**config.mk**
```make
export PLATFORM = sky130hd
export DESIGN_NAME = fetch_unit
export DESIGN_NICKNAME = d
export VERILOG_FILES = /design/src/rtl/fetch_unit.sv
export SDC_FILE = /design/constraint.sdc
export NUM_CORES = 1
export LEC_CHECK = 0
export CAP_MARGIN = 30
export CORE_ASPECT_RATIO = 0.8
export CORE_MARGIN = 8
export CORE_UTILIZATION = 65
export CTS_BUF_LIST = sky130_fd_sc_hd__clkbuf_8
export DETAILED_ROUTE_END_ITERATION = 8
export DONT_BUFFER_PORTS = 1
export PLACE_DENSITY_LB_ADDON = 0.1
export SYNTH_ARGS = -nofsm -noshare
export SYNTH_HDL_FRONTEND = slang
export SYNTH_SLANG_ARGS = --single-unit
```
**constraint.sdc**
```tcl
create_clock -name clk -period 3.6 [get_ports clk]
set_input_delay 0 -clock clk [delete_from_list [all_inputs] [get_ports clk]]
set_output_delay 0 -clock clk [all_outputs]
set_load 0.01 [all_outputs]
```
**src/rtl/fetch_unit.sv**
```systemverilog
// Instruction fetch unit: one outstanding memory request at a time, feeding a
// 2-entry {pc, instr} queue toward decode. Redirects flush the queue and steer
// fetch; a response to a request that was overtaken by a redirect is dropped.
//
// Handshake: dec_valid/dec_ready is strict valid/ready. A transfer happens on a
// rising edge where dec_valid=1 and dec_ready=1. dec_valid never depends on
// dec_ready. The memory side is req/ack: imem_req stays high with imem_addr
// stable until an imem_ack edge consumes the request.
module fetch_unit #(
    parameter logic [31:0] RESET_PC = 32'h0000_1000,
    parameter int          QDEPTH   = 2
) (
    input  logic        clk,
    input  logic        rst,
    output logic        imem_req,
    output logic [31:0] imem_addr,
    input  logic        imem_ack,
    input  logic [31:0] imem_rdata,
    input  logic        redirect,
    input  logic [31:0] redirect_pc,
    output logic        dec_valid,
    output logic [31:0] dec_instr,
    output logic [31:0] dec_pc,
    input  logic        dec_ready,
    output logic [1:0]  dbg_state
);

    typedef enum logic [1:0] {
        S_IDLE    = 2'd0,
        S_REQ     = 2'd1,
        S_DISCARD = 2'd2
    } state_t;

    state_t      state;
    logic [31:0] fetch_pc;
    logic [31:0] q_pc    [0:1];
    logic [31:0] q_instr [0:1];
    logic        rd_ptr;
    logic        wr_ptr;
    logic [1:0]  count;

    logic        pop;
    logic        push;
    logic [1:0]  count_pop;
    logic [1:0]  count_after;
    logic        room_idle;
    logic        room_after;
    logic [31:0] rpc;
    logic [31:0] addr_inc;
    logic        unused_rpc_bits;

    // Low two redirect bits are forced to zero; keep them visibly consumed.
    assign unused_rpc_bits = ^redirect_pc[1:0];
    assign rpc             = {redirect_pc[31:2], 2'b00};
    assign addr_inc        = imem_addr + 32'd4;

    // Queue bookkeeping: pop is a decode transfer, push is a kept response.
    always_comb begin
        pop         = dec_valid & dec_ready;
        push        = (state == S_REQ) & imem_ack & ~redirect;
        count_pop   = count - {1'b0, pop};
        count_after = count_pop + {1'b0, push};
        room_idle   = 32'(count_pop) < QDEPTH;
        room_after  = 32'(count_after) < QDEPTH;
    end

    // Fetch FSM: owns the request, its address and the next fetch pc.
    always_ff @(posedge clk or negedge rst) begin
        if (!rst) begin
            state     <= S_IDLE;
            imem_req  <= 1'b0;
            imem_addr <= RESET_PC;
            fetch_pc  <= RESET_PC;
        end else begin
            case (state)
                S_IDLE: begin
                    if (redirect) begin
                        fetch_pc  <= rpc;
                        imem_addr <= rpc;
                        imem_req  <= 1'b1;
                        state     <= S_REQ;
                    end else if (room_idle) begin
                        imem_addr <= fetch_pc;
                        imem_req  <= 1'b1;
                        state     <= S_REQ;
                    end
                end
                S_REQ: begin
                    if (redirect) begin
                        fetch_pc <= rpc;
                        if (imem_ack) begin
                            // Response is stale; reissue at the target at once.
                            imem_addr <= rpc;
                        end else begin
                            state <= S_DISCARD;
                        end
                    end else if (imem_ack) begin
                        fetch_pc <= addr_inc;
                        if (room_after) begin
                            imem_addr <= addr_inc;
                        end else begin
                            imem_req <= 1'b0;
                            state    <= S_IDLE;
                        end
                    end
                end
                S_DISCARD: begin
                    if (redirect) begin
                        fetch_pc <= rpc;
                    end
                    if (imem_ack) begin
                        imem_addr <= redirect ? rpc : fetch_pc;
                        state     <= S_REQ;
                    end
                end
                default: begin
                    imem_req <= 1'b0;
                    state    <= S_IDLE;
                end
            endcase
        end
    end

    // Instruction queue: 2-entry FIFO, flushed wholesale by a redirect.
    always_ff @(posedge clk or negedge rst) begin
        if (!rst) begin
            for (int i = 0; i < 2; i++) begin
                q_pc[i]    <= 32'd0;
                q_instr[i] <= 32'd0;
            end
            rd_ptr <= 1'b0;
            wr_ptr <= 1'b0;
            count  <= 2'd0;
        end else if (redirect) begin
            rd_ptr <= 1'b0;
            wr_ptr <= 1'b0;
            count  <= 2'd0;
        end else begin
            if (push) begin
                q_pc[wr_ptr]    <= imem_addr;
                q_instr[wr_ptr] <= imem_rdata;
                wr_ptr          <= ~wr_ptr;
            end
            if (pop) begin
                rd_ptr <= ~rd_ptr;
            end
            count <= count_after;
        end
    end

    assign dec_valid = (count != 2'd0);
    assign dec_pc    = q_pc[rd_ptr];
    assign dec_instr = q_instr[rd_ptr];
    assign dbg_state = state;

endmodule

```
==> metrics.txt <==
status finished with violations; failing checks negative hold slack; top cells by area, synth dfrtp_1 50%, mux2_2 21%, a21oi_1 2.9%; Post-CTS Setup Inserts 0; DRT Pass-1 Iters 5; Setup Skew 13.6 ps; initial DRC count 504; clock share of power 0.165; Post-synth EDFFs 0; nets@finish 974; syn_nets 931; # fillers 977; starting density of the core 0.658; post-DP HPWL 16.7 mm; CTS resizes 0; Adder-Cell Fraction of Synth Area 0.00384; NetSw 3720 uW; syn_area_per_cell 11.4 sq um; DR WL/cell 23.2 um; Gate power share 0.384; crit path DAT 3300 ps; Leak 0.00474 uW; antenna viol nets, final 0; Root Buffer clkbuf_8; IO Pins 169; Worst R2R Start count[1]$_DFF_PN0_; CP startpoint count[1]$_DFF_PN0_; final cell count without fillers 1107; TritonCTS clock tree built; clk_lat worst skew 470 ps; vias per std cell 6.53; Tightest Pin Transition 897 ps; internal power 5710 uW; Synth Area in Compound Gates 0.122; FF+latch count, synth 199; global-route wire length before repair 41.3 mm; row count 40; remaining global-route overflow 0; Tmin final 2900 ps; Mapped Cells 859; worst setup path class flop to flop; Die W 153 um; Final Hold Fails 199; dominant cell type by area after synthesis dfrtp_1; share of the synthesized area in the top cell type 0.504; ys async rst share 1.00; Fin Hold WS -775 ps; Worst setup SP type flop; Hold WC Path Type input port to asynchronous set/reset pin; gr usage total 0.268; Core Box Area 0.0149 sq mm; pre-CTS WS 779 ps; PD cells 850 mW/mm^2; initial antenna violation count 3; Synth Area in XOR/XNOR 0.0286; pin count of the biggest net entering global routing 200; share of layout cells above drive strength 1 0.274; most frequent cells after synthesis 197 x dfrtp_1, 185 x mux2_2, 56 x a21oi_1; dpl cells 1003; RSZ-0062 raised after global routing no; relative slew slack 0.398; setup_tns 0 ps; die area 0.0193 sq mm; endpoints failing setup 0; Setup WS post-layout 698 ps; Worst Path Required 4000 ps; H-tree depth 4; number of global-route vias before repair 7461; DR vias 7226; cts hold-fix bufs 68; dominant synthesized flop cell dfrtp_1; Peak VDD IR 0.000618 V; Clock Path Buffers 2; post-synthesis simple-gate area fraction 0.0881; final slew viol count 0; wirelength, routed 25.7 mm; total of max-cap violations 0; YS warnings 0; Synth-to-Final Area Change 13.3%; post-synth cell types 54; clock sink total 199; Sw Share 0.394; Max Fclk 0.345 GHz; Clock transition at path regs 100 ps; most common cell in the synthesized netlist dfrtp_1; final worst-path cycle share 0.806; DRC violations left 0; Seq pwr share 0.451; Crit. End Element flop; sequential area share after synthesis 0.509; main combinational cell family by area after synthesis multiplexers; Die H 126 um; gpl congestion 0.843; # port buffers 0; CP Max Fanout 47; TritonCTS Buffers 17; mapped cell area 0.00979 sq mm; mux contribution to synthesized area 0.215
## power by group through the flow
stage                     Combinational, uW  Sequential [uW]  Clock [uW]
after global routing                   3910             4390        1670
after detailed placement               3420             4340           0
after global placement                 3280             4230           0
after floorplan                        2920             3840           0
after CTS                              3530             4300        1580
final                                  3620             4250        1550
## registers in the layout, summed over array words and instances (netlist names)
name	count
imem_addr	32
q_instr	64
wr_ptr	1
imem_req	1
q_pc	64
rd_ptr	1
count	2
dbg_state	2
fetch_pc	32
## final timing paths
check / endpoint / slack, ps / cells after the start
setup / recovery: imem_addr[30]$_DFFE_PN0P_ / 700 / 11
hold / removal: q_pc[26]$_DFFE_PN0P_ / -780 / 0
setup reg to reg: imem_addr[30]$_DFFE_PN0P_ / 700 / 11
hold reg to reg: q_pc[7]$_DFFE_PN0P_ / 500 / 2
max in group asynchronous: imem_addr[12]$_DFFE_PN1P_ / 3990 / 0
min in group clk: fetch_pc[24]$_DFFE_PN0P_ / 60 / 3
## placed cells by master, fill, tap and decap left out, types with 5 or more instances in the layout
| master | count |
|---|---|
| a2bb2oi_1 | 7 |
| nand3_1 | 25 |
| nand2_1 | 44 |
| o31a_1 | 6 |
| mux2_2 | 185 |
| a22oi_1 | 12 |
| buf_4 | 20 |
| o21ai_0 | 51 |
| clkbuf_8 | 18 |
| dfrtp_1 | 196 |
| a21oi_1 | 56 |
| xnor2_1 | 19 |
| dlygate4sd3_1 | 67 |
| a21o_1 | 5 |
| o22ai_1 | 23 |
| xor2_1 | 13 |
| inv_1 | 13 |
| a22o_1 | 6 |
| and3_1 | 17 |
| a221oi_1 | 5 |
| nor2_1 | 38 |
| nand4_1 | 10 |
## cell type report
| cell class | count | area (sq um) | area share |
|---|---|---|---|
| inverter | 13 | 48.8 | 0.00440 |
| sequential | 199 | 4980 | 0.449 |
| timing repair buffer | 90 | 881 | 0.0794 |
| antenna | 3 | 7.51 | 0.000677 |
| clock inverter | 14 | 191 | 0.0173 |
| tap | 189 | 236 | 0.0213 |
| clock buffer | 18 | 248 | 0.0223 |
| multi-input combinational | 581 | 4490 | 0.405 |
## through the flow
| stage | area [sq um] | power, uW | util |
|---|---|---|---|
| 2_1_floorplan | 9790 | 6770 | - |
| 3_3_place_gp | 9920 | 7510 | 0.668 |
| 3_5_place_dp | 9930 | 7760 | 0.668 |
| 4_1_cts | 11100 | 9420 | 0.744 |
| 5_1_grt | 11100 | 9970 | 0.746 |
| 6_report | 11100 | 9430 | 0.746 |
## cells by family (layout without fill, tap and decap cells)
group,count (synthesis),after routing
DFF,199,199
AOI/OAI and AO/OA,192,192
muxes,187,187
and+or+nand+nor,167,167
buffers and inverters,79,135
xor gates and xnor gates,32,32
adders and majority gates,3,3
other,0,3
## worst max-delay path, stage by stage (launching register included)
cell and delay [ps]:
dfrtp_1 430, or2_2 360, and2_1 210, ha_1 290, inv_1 70, ha_1 240
nand2_1 80, nand3_1 140, o211ai_1 160, buf_12 220, or4_1 510, nand4_1 100
## layer usage
| metal | track usage | part of all wire |
|---|---|---|
| met1 | 0.327 | 0.40 |
| met2 | 0.445 | 0.50 |
| met3 | 0.0940 | 0.089 |
| met4 | 0.0784 | 0.014 |
| met5 | 0 | 0 |
(Power assumes the default switching activity.)
